`config.mk`:
```
export PLATFORM = sky130hd
export DESIGN_NAME = layer_compositor
export DESIGN_NICKNAME = d
export VERILOG_FILES = /design/src/rtl/layer_compositor.sv
export SDC_FILE = /design/constraint.sdc
export NUM_CORES = 1
export LEC_CHECK = 0
export CAP_MARGIN = 20
export CORE_MARGIN = 4
export CORE_UTILIZATION = 50
export CTS_CLUSTER_DIAMETER = 40
export CTS_CLUSTER_SIZE = 12
export DETAILED_ROUTE_END_ITERATION = 10
export PLACE_DENSITY = 0.88
export SLEW_MARGIN = 20
export SYNTH_ARGS = -nofsm -noshare
export SYNTH_HDL_FRONTEND = slang
export SYNTH_SLANG_ARGS = --single-unit
```
`constraint.sdc`:
```
create_clock -name clk -period 2.8 [get_ports clk]
set_clock_uncertainty 0.15 [all_clocks]
set_input_delay 0.7 -clock clk [delete_from_list [all_inputs] [get_ports clk]]
set_output_delay 0.7 -clock clk [all_outputs]
set_load 0.01 [all_outputs]
```
`src/rtl/layer_compositor.sv`:
```
// Two-stage N-layer pixel compositor with colour-key transparency and
// per-frame layer-0 overlap reporting for the VGA game path.
module layer_compositor #(
    parameter int                 NUM_LAYERS = 6,
    parameter int                 RGB_W      = 12,
    parameter int                 KEY_EN     = 1,
    parameter logic [RGB_W-1:0]   KEY_RGB    = '0
) (
    input  logic                        clk,
    input  logic                        rst,
    input  logic                        pix_valid,
    input  logic                        frame_start,
    input  logic [1:0]                  mode,
    input  logic [NUM_LAYERS-1:0]       layer_mask,
    input  logic [NUM_LAYERS-1:0]       layer_en,
    input  logic [NUM_LAYERS*RGB_W-1:0] layer_rgb,
    input  logic [RGB_W-1:0]            bg_rgb,
    input  logic [RGB_W-1:0]            splash_rgb,
    output logic [RGB_W-1:0]            rgb_out,
    output logic                        rgb_valid,
    output logic [NUM_LAYERS-1:0]       collide_vec,
    output logic                        boom
);

    localparam logic [1:0] MODE_PLAY   = 2'd0;
    localparam logic [1:0] MODE_SPLASH = 2'd1;

    logic [NUM_LAYERS-1:0]       op;
    logic [NUM_LAYERS-1:0]       op_q;
    logic [NUM_LAYERS*RGB_W-1:0] rgb_q;
    logic [RGB_W-1:0]            bg_q;
    logic [RGB_W-1:0]            splash_q;
    logic [1:0]                  mode_q;
    logic                        valid_q;
    logic                        fs_q;
    logic [RGB_W-1:0]            pick;
    logic [NUM_LAYERS-1:1]       hit;
    logic [NUM_LAYERS-1:1]       acc;

    always_comb begin
        op = '0;
        for (int i = 0; i < NUM_LAYERS; i++) begin
            op[i] = layer_en[i] & layer_mask[i]
                  & ~((KEY_EN != 0) && (layer_rgb[i*RGB_W +: RGB_W] == KEY_RGB));
        end
    end

    always_ff @(posedge clk or negedge rst) begin
        if (!rst) begin
            op_q     <= '0;
            rgb_q    <= '0;
            bg_q     <= '0;
            splash_q <= '0;
            mode_q   <= MODE_PLAY;
            valid_q  <= 1'b0;
            fs_q     <= 1'b0;
        end else begin
            op_q     <= op;
            rgb_q    <= layer_rgb;
            bg_q     <= bg_rgb;
            splash_q <= splash_rgb;
            mode_q   <= mode;
            valid_q  <= pix_valid;
            fs_q     <= frame_start;
        end
    end

    // Walk from lowest priority upward so layer 0 wins last.
    always_comb begin
        pick = bg_q;
        for (int i = NUM_LAYERS - 1; i >= 0; i--) begin
            if (op_q[i]) pick = rgb_q[i*RGB_W +: RGB_W];
        end
    end

    always_ff @(posedge clk or negedge rst) begin
        if (!rst) begin
            rgb_out   <= '0;
            rgb_valid <= 1'b0;
        end else begin
            rgb_valid <= valid_q;
            if (!valid_q)
                rgb_out <= '0;
            else if (mode_q == MODE_PLAY)
                rgb_out <= pick;
            else if (mode_q == MODE_SPLASH)
                rgb_out <= splash_q;
            else
                rgb_out <= '0;
        end
    end

    assign hit = op_q[NUM_LAYERS-1:1]
               & {(NUM_LAYERS-1){op_q[0] & valid_q & (mode_q == MODE_PLAY)}};

    // The pixel sharing a cycle with frame_start seeds the new frame's accumulator.
    always_ff @(posedge clk or negedge rst) begin
        if (!rst) begin
            acc         <= '0;
            collide_vec <= '0;
            boom        <= 1'b0;
        end else if (fs_q) begin
            collide_vec <= {acc, 1'b0};
            boom        <= |acc;
            acc         <= hit;
        end else begin
            acc         <= acc | hit;
            boom        <= 1'b0;
        end
    end

endmodule

```
=== Word level (Yosys, flattened, before mapping) ===
Cells that the tools add are included.

* Shift-type cells: 0
* Multiply operators: 0
* Bitwise logic cells: 22
* Order comparisons: 0
* Divide/modulo/power cells: 0
* Mux-type cells: 11
* $add $sub $neg: 0
* Reductions and logical operators: 8
* Equality and inequality tests: 1

{| class="wikitable"
|+ Operators with widths
! kind !! count
|-
| $mux 12 || 9
|-
| $logic_not 12->1 || 6
|-
| $and 1x1->1 || 14
|-
| $not 1->1 || 6
|-
| $and 5x5->5 || 1
|-
| $mux 5 || 1
|-
| $or 5x5->5 || 1
|-
| $reduce_or 5->1 || 1
|-
| $eq 2x1->1 const B || 1
|-
| $logic_not 2->1 || 1
|-
| $mux 1 || 1
|}

* Output and inout bits: 20
* Memory bits (read-only): 0
* Memories kept: 0
* Bits in latches: 0
* Bits of input ports: 114
* Register bits after elaboration: 130
* Bits in writable memories: 0

=== Longest topological paths before layout ===
Gate-level depths: netlist of the first run.

* Depth after elaboration: 8
* Depth in mapped cells: 5
* Gate-level depth less buffers: 3

=== Least setup slack after synthesis of the first run ===
No wires, ideal clock.

* Path type: reg-to-reg
* Start point: register op_q[3]
* End point: register rgb_out[1]
* Required time: 2.527 ns
* Setup slack: 1.338 ns
* Arrival time: 1.188 ns
* Path buffers: 1
* Stages on the path, launching flop included: 5
* Library setup time: 0.123 ns
* Cell sequence: dfrtp_1 > or3b_1 > buf_2 > o22ai_1 > o31ai_2

* Word-level cells in the longest chain between the ends: 6

{| class="wikitable"
|+ Ends and longest elaborated chain
! what !! line !! text
|-
| start: declaration || 29 || <nowiki>logic [NUM_LAYERS-1:0] op_q;</nowiki>
|-
| start signal: assignment || 58 || <nowiki>op_q <= op;</nowiki>
|-
| $mux 12 (4 in a row) || 72 || <nowiki>if (op_q[i]) pick = rgb_q[i*RGB_W +: RGB_W];</nowiki>
|-
| $mux 12 || 84 || <nowiki>else if (mode_q == MODE_PLAY)</nowiki>
|-
| $mux 12 || 82 || <nowiki>if (!valid_q)</nowiki>
|-
| end signal: assignment || 85 || <nowiki>rgb_out <= pick;</nowiki>
|-
| end signal: assignment || 87 || <nowiki>rgb_out <= splash_q;</nowiki>
|-
| end: declaration || 19 || <nowiki>output logic [RGB_W-1:0] rgb_out,</nowiki>
|}

No other way between the ends.
A chain may end at the register's enable or synchronous reset.

=== Worst setup path in the final report of the first run ===
* Start point: register rgb_out[4]
* End point: output port rgb_out[4]

No word-level cell between the ends.

==> results of run 1 <==
==> cell type report <==
class | instances | area share [%]
clock buffers | 18 | 6.55
clock inverters | 14 | 2.36
inverters | 18 | 1.03
multi-input cells | 150 | 17.6
flip-flops and latches | 130 | 49.8
well taps | 108 | 2.07
repair buffers | 134 | 20.6
==> metal layers <==
layer / wire length [um] / GRT usage, % / vias to the layer above / part of all wire (%)
met3: 771 / 7.65 / 25 / 6.5
met5: 0 / 0 / - / 0
met4: 310 / 8.83 / 0 / 2.6
li1: - / - / 1432 / -
met2: 6410 / 40.4 / 146 / 54
met1: 4410 / 26.0 / 1607 / 37
==> logic make-up (layout without fill, tap and decap cells) <==
kind of cell	after synthesis	after routing	synth area share [%]
AO/OA/AOI/OAI	72	72	12.5
buffers and inverters	35	184	3.67
flip-flops	130	130	71.2
multiplexers	17	17	4.19
other	1	1	0.0820
AND/OR/NAND/NOR	60	60	8.40
==> cells in the final DEF, fill, tap and decap left out, types with 2 or more instances in the layout <==
| cell | count |
|---|---|
| a21oi_1 | 12 |
| nand2b_1 | 13 |
| a221o_1 | 12 |
| bufinv_16 | 2 |
| nor4_1 | 19 |
| o31ai_2 | 10 |
| clkinvlp_4 | 6 |
| inv_6 | 4 |
| inv_1 | 17 |
| clkbuf_16 | 16 |
| o31ai_1 | 2 |
| a31oi_1 | 6 |
| o22ai_1 | 12 |
| buf_4 | 2 |
| dfrtp_1 | 130 |
| clkdlybuf4s50_1 | 131 |
| clkbuf_8 | 2 |
| o221ai_1 | 12 |
| nand2_1 | 11 |
| nand3b_1 | 12 |
| mux2_1 | 5 |
| o21ai_1 | 5 |
| mux2_2 | 12 |
==> sequential cells by signal, summed over array words and instances (netlist names) <==
name         count
rgb_out         12
splash_q        12
rgb_q           72
collide_vec      5
mode_q           2
op_q             6
rgb_valid        1
fs_q             1
boom             1
acc              5
bg_q            12
valid_q          1
==> final timing paths <==
path	startpoint	to	cells past startpoint
setup / recovery	rgb_out[4]$_DFF_PN0_	rgb_out[4]	1
hold / removal	rst	rgb_q[10]$_DFF_PN0_	2
setup reg to reg	op_q[0]$_DFF_PN0_	rgb_out[9]$_DFF_PN0_	3
hold reg to reg	valid_q$_DFF_PN0_	rgb_valid$_DFF_PN0_	0
max in group asynchronous	rst	collide_vec[2]$_DFFE_PN0P_	2
min in group clk	valid_q$_DFF_PN0_	rgb_valid$_DFF_PN0_	0
==> metrics by stage <==
| stage | setup WS, ns | instance area [um2] | hold WS, ns | utilization (%) |
|---|---|---|---|---|
| 3_5_place_dp | 0.750 | 5950 | 0.322 | 67.6 |
| 5_1_grt | 0.484 | 6530 | 0.147 | 74.2 |
| 6_report | 0.523 | 6530 | 0.104 | 74.2 |
| 3_3_place_gp | 0.741 | 5950 | 0.304 | 67.6 |
| 4_1_cts | 0.504 | 6530 | 0.154 | 74.2 |
| 2_1_floorplan | 1.34 | 4570 | 0.254 | - |
==> power groups by stage <==
stage	Sequential, W	Clock [W]	Combinational (W)
after global routing	0.00203	0.00225	0.000429
after CTS	0.00203	0.00214	0.000403
after detailed placement	0.00206	0	0.000397
after global placement	0.00205	0	0.000385
after floorplan	0.00204	0	0.000130
final	0.00203	0.00213	0.000399
==> impl_summary.txt, run 1 <==
----------------------------------------------------
[STA]
  Crit share post-route ... about four fifths
  Setup repair after global routing missed its margin ... false
  Accumulated negative setup slack ... 0 ns
  Worst-margin pin slew ... between 1 and 1.5 ns
  Max-slew violation count ... 0
  Slew margin rel. ... between 30% and 40%
  Final Hold Vio Count ... 0
  Setup violation total in the final timing report ... 0
  Final Critical Period ... between 2 and 2.5 ns
  Upper clock frequency limit ... ~440 MHz

[Floorplan]
  Std cell rows ... 34
  Core area ... 8810 um2
  Floorplan die area ... roughly 11000 um2
  Die width ... approximately 100 um
  I/O pins ... 134
  Effective utilization at floorplan ... 51.9%
  Die height ... 104 um

[Setup path]
  Arrival time at the worst endpoint ... ~1.4 ns
  Req. time, crit path ... roughly 2 ns
  Worst Path Max Fanout ... 1
  Crit. End Element ... output pin
  Kind of critical path ... reg -> out
  Slowest stage cell, crit path ... clkdlybuf4s50_1
  Setup crit start kind ... flip-flop
  Internal reg-to-reg setup slack ... 0.81 ns
  Cell-by-cell trace of the critical path ... clkdlybuf4s50_1
  Buf+Inv Stages, Crit Path ... 1
  Longest individual stage delay on the worst path ... a little under 0.6 ns
  Worst path top cell family by delay ... buffers and inverters

[Logic synthesis]
  Yosys warnings ... 0
  Mean instance size in the synthesized netlist ... ~15 um2
  Largest cells by area after synthesis ... dfrtp_1 71%, mux2_2 3.0%, o31ai_2 2.7%, a221o_1 2.6%, nor4_1 2.6%
  Proportion of register bits with asynchronous set or reset after synthesis ... 100%
  Distinct cell type count of the synthesized netlist ... 29
  Most instantiated library cell after synthesis ... dfrtp_1
  Post-Synthesis Cell Area ... roughly 4600 um2
  Post-synthesis cell count ... 315
  Number of synthesized flops with an enable pin ... 0
  Sequential-to-total area share from yosys stat ... 71.2%
  Most common flop cell mapped by yosys ... dfrtp_1
  Flip-flop and latch count after synthesis ... 130
  Largest area contributor in the netlist ... dfrtp_1
  Cell types with the highest counts after synthesis ... 130 x dfrtp_1, 19 x nor4_1, 17 x inv_1
  Syn nets ... about 430
  Fraction of post-synthesis cell area in the top cell type by area ... 71.2%

[Final layout]
  Final Instance Count excl. Fillers ... about 570
  Flip-flop and latch area ... roughly 3300 um2
  Share of cells above drive strength 1 ... roughly an eighth
  Area occupied by multi-input gates ... ~1100 um2
  Antenna cells ... 0
  Area growth syn-to-layout ... 43.0%
  Filler instances ... about 530
  Net count of the finished layout ... 565

[Power]
  Cell internal power dissipation ... ~0.0035 W
  Combinational Power Share ... between 8 and 9%
  Maximum vdd drop ... ~0.00048 V
  Static leakage ... 2.75 nW
  Reg power frac ... 44.5%
  Cell Pwr Density ... roughly 700 nW/um2
  Switching power as a share of total power ... 23.1%
  Post-route total power ... between 0.004 and 0.005 W
  Clock share of power ... approximately 47%
  Reported net switching power ... between 0.001 and 0.0015 W

[Route]
  Number of search-and-repair iterations in the first detailed-routing pass ... 5
  WL final ... 11.9 mm
  Count of nets left with antenna violations after detail routing ... 0
  Avg WL per Cell ... roughly 21 um
  Number of violations reported at the end of detailed-routing iteration 0 ... about 220
  Remaining DRCs ... 0
  Routed vias ... about 3200
  Routed via count divided by cell count ... 5.61

[GRT]
  Congestion Overflow GR ... 0
  Vias in the first global route ... 3462
  Total global-route track usage ... a little under a quarter
  Largest net degree at the start of global routing ... 131
  Wire length of the first global-routing pass ... roughly 19 mm
  Antenna violations before repair ... 0

[Place]
  Number of placed instances, taps included ... 540
  Number of port buffers ... around 130
  Detailed placement HPWL ... 8.49 mm
  Final RePlAce weighted congestion ... approximately 0.9

[Job]
  Max-cap violation count ... 0

[Clocking]
  CTS sink count ... 130
  TritonCTS clock tree ... yes
  # resized after CTS ... 0
  Cts-stage hold buffer count ... 0
  Number of buffers added by the clock tree synthesis step ... 17
  H-tree levels ... 4
  Buffers inserted during post-CTS setup optimization ... 0
  Buffer depth of the longest clock path ... 2
  Clock root buffer master ... clkbuf_8
  Clock network latency to the later pin of the worst-skew pair ... around 0.52 ns
  Clock-pin transition on the worst setup and hold timing paths ... 0.06 ns

[Hold path]
  Hold Path Class ... in -> async

[Status]
  Run status ... finished clean

----------------------------------------------------
Power figures use the tool's default switching activity.
==> run 2: changes to the inputs <==
--- a/config.mk
+++ b/config.mk
@@ -7,11 +7,11 @@
 export LEC_CHECK = 0
 export CAP_MARGIN = 20
 export CORE_MARGIN = 4
-export CORE_UTILIZATION = 50
+export CORE_UTILIZATION = 47
 export CTS_CLUSTER_DIAMETER = 40
 export CTS_CLUSTER_SIZE = 12
 export DETAILED_ROUTE_END_ITERATION = 10
-export PLACE_DENSITY = 0.88
+export PLACE_DENSITY = 0.83
 export SLEW_MARGIN = 20
 export SYNTH_ARGS = -nofsm -noshare
 export SYNTH_HDL_FRONTEND = slang
==> constraint.sdc (replaced) <==
create_clock -name clk -period 2.27 [get_ports clk]
set_clock_uncertainty 0.15 [all_clocks]
set_input_delay 0.5675 -clock clk [delete_from_list [all_inputs] [get_ports clk]]
set_output_delay 0.5675 -clock clk [all_outputs]
set_load 0.01 [all_outputs]
==> run 2 against run 1 <==
Compared with the run above:
- die area rose by 5.9%
- register-to-register slack got worse by 0.54 ns
- via count rose by 1.5%
- flip-flop and latch count did not move
- sequential power rose by 24%
- critical path depth did not move
- non-clock buffer count rose by 3
- critical path type unchanged
- critical endpoint is now rgb_out[8]
==> impl_summary.txt, run 2 (same netlist as run 1, synthesis figures left out) <==
----------------------------------------------------
[Place]
  Number of port buffers ... 132 (unchanged)
  Detailed placement HPWL ... 8.74 mm (+2.9%)
  Final RePlAce weighted congestion ... 0.874 (-0.99%)

[STA]
  Worst-margin pin slew ... 1.06 ns (+0.0366 ns)
  Accumulated negative setup slack ... 0 ns (unchanged)
  Setup repair after global routing missed its margin ... false
  Final Hold Vio Count ... 0 (unchanged)
  Crit share post-route ... 96.1%
  Max-slew violation count ... 0 (unchanged)
  Setup violation total in the final timing report ... 0 (unchanged)
  Final Critical Period ... between 2 and 2.5 ns
  Upper clock frequency limit ... 458 MHz
  Slew margin rel. ... 29.2% (-2.4 points)

[GRT]
  Wire length of the first global-routing pass ... 19.4 mm (+4.4%)
  Antenna violations before repair ... 0 (unchanged)
  Congestion Overflow GR ... 0 (unchanged)
  Vias in the first global route ... 3608 (+4.2%)
  Total global-route track usage ... 23.1% (+0.062 points)
  Largest net degree at the start of global routing ... 50 (-62%)

[Setup path]
  Critical path launch point ... rgb_out[8]$_DFF_PN0_
  Worst path top cell family by delay ... buffers and inverters
  Capturing instance or port of the critical path ... rgb_out[8]
  Arrival time at the worst endpoint ... 1.46 ns (+0.03 ns)
  Req. time, crit path ... 1.55 ns (-0.40 ns)
  Longest individual stage delay on the worst path ... 0.56 ns (-0.02 ns)
  Kind of critical path ... reg -> out
  Setup crit start kind ... flip-flop
  WP depth ... 1 (unchanged)
  Buf+Inv Stages, Crit Path ... 1 (unchanged)
  Crit. End Element ... output pin
  Slowest stage cell, crit path ... clkdlybuf4s50_1
  Destination of the worst register-to-register timing path ... rgb_out[0]$_DFF_PN0_
  Register-to-Register Path Depth ... 3 (unchanged)
  Origin of the critical flop-to-flop path ... op_q[0]$_DFF_PN0_
  Internal reg-to-reg setup slack ... 0.27 ns (-0.54 ns)
  Worst Path Max Fanout ... 1 (unchanged)
  Cell-by-cell trace of the critical path ... clkdlybuf4s50_1

[Clocking]
  Buffer depth of the longest clock path ... 2 (unchanged)
  TritonCTS clock tree ... yes
  Clock network latency to the later pin of the worst-skew pair ... 0.53 ns (about the same)
  Number of buffers added by the clock tree synthesis step ... 17 (unchanged)
  Clock root buffer master ... clkbuf_8
  Clock-pin transition on the worst setup and hold timing paths ... 0.06 ns (about the same)
  CTS sink count ... 130 (unchanged)
  H-tree levels ... 4 (unchanged)

[Hold path]
  Hold Path Class ... in -> async

[Route]
  Routed vias ... 3258 (+1.5%)
  Max Used Layer ... met4
  Number of violations reported at the end of detailed-routing iteration 0 ... 296 (+38%)
  Routed length on met3 ... 923 um (+20%)
  WL final ... 12.6 mm (+6.0%)
  Count of nets left with antenna violations after detail routing ... 0 (unchanged)
  Avg WL per Cell ... 21.2 um (+1.7%)
  Number of search-and-repair iterations in the first detailed-routing pass ... 5 (unchanged)
  Remaining DRCs ... 0 (unchanged)
  Total length of routed met2 wires ... 6.51 mm (+1.7%)
  Routed via count divided by cell count ... 5.47 (-2.6%)
  Metal-1 WL ... 4.74 mm (+7.5%)

[Floorplan]
  Core area ... 9370 um2 (+6.4%)
  I/O pins ... 134 (unchanged)
  Die height ... 107 um (+2.9%)
  Floorplan die area ... 11400 um2 (+5.9%)
  Die width ... 107 um (+2.9%)
  Std cell rows ... 35 (+2.9%)
  Effective utilization at floorplan ... 48.8% (-3.1 points)

[Final layout]
  Top library cells by usage in the layout, fill and taps aside ... 131 x clkdlybuf4s50_1, 130 x dfrtp_1, 19 x nor4_1
  Net count of the finished layout ... 568 (+0.53%)
  Share of cells above drive strength 1 ... 13.3% (+0.35 points)
  Max reg flops ... 72 (unchanged)
  Area occupied by multi-input gates ... 1150 um2 (unchanged)
  Area growth syn-to-layout ... 44.7%
  Filler instances ... 617 (+16%)
  Finished Core Util ... 70.6% (-3.6 points)
  Most common cell after layout, fill and taps aside ... clkdlybuf4s50_1
  Flip-flop and latch area ... 3250 um2 (unchanged)
  Register ranked first by flip-flop count ... rgb_q
  Antenna cells ... 0 (unchanged)

[Power]
  Maximum vdd drop ... 0.000472 V (-1.1%)
  Cell Pwr Density ... 868 nW/um2 (+25%)
  Static leakage ... 2.78 nW (+1.3%)

[Job]
  Max-cap violation count ... 0 (unchanged)

[Status]
  Run status ... finished clean

----------------------------------------------------
## run 2: stage by stage
stage          instance area [um2]  std cells  hold WS [ns]  setup slack (ns)  total power [W]
2_1_floorplan                 4570        315         0.122             0.808          0.00267
3_3_place_gp                  6010        563         0.300             0.385          0.00302
3_5_place_dp                  6010        563         0.302             0.379          0.00304
4_1_cts                       6610        596         0.287             0.100          0.00576
5_1_grt                       6610        596         0.311            0.0835          0.00589
6_report                      6610        596         0.289            0.0890          0.00574
## run 2: final cells by class
type | instances | area share [%]
well taps | 129 | 2.44
inverters | 18 | 1.02
flip-flops and latches | 130 | 49.2
repair buffers | 137 | 20.9
multi-input cells | 150 | 17.4
clock buffers | 18 | 6.47
clock inverters | 14 | 2.55
## run 2: worst min-delay path by stage
stage | endpoint | start | depth (start not counted) | slack [ns]
2_1_floorplan | acc[1]$_DFF_PN0_ | rst | 0 | 0.12
3_3_place_gp | splash_q[3]$_DFF_PN0_ | rst | 1 | 0.30
3_5_place_dp | splash_q[1]$_DFF_PN0_ | rst | 1 | 0.30
4_1_cts | rgb_q[13]$_DFF_PN0_ | rst | 2 | 0.29
5_1_grt | splash_q[1]$_DFF_PN0_ | rst | 2 | 0.31
6_report | rgb_q[13]$_DFF_PN0_ | rst | 2 | 0.29
## run 2: routing by layer
layer  up-vias  track usage (%)
met5         -                0
met4         0             9.04
met3        32             6.14
met2       178             38.6
met1      1616             28.7
li1       1432                -
## run 2: power breakdown
part	leakage [nW]	internal, W	switching [W]	total [W]
combinational	0.933	0.000290	0.000211	0.000501
clock	0.285	0.00163	0.00110	0.00273
sequential	1.57	0.00243	0.0000774	0.00251
total	2.78	0.00435	0.00139	0.00574
## run 2: repair_timing
| action | CTS | global route |
|---|---|---|
| hold buffers | 1 | 0 |
| endpoints found under the hold margin | 14 | 0 |
| buffers inserted | 0 | 0 |
| gates resized for setup | 0 | 0 |
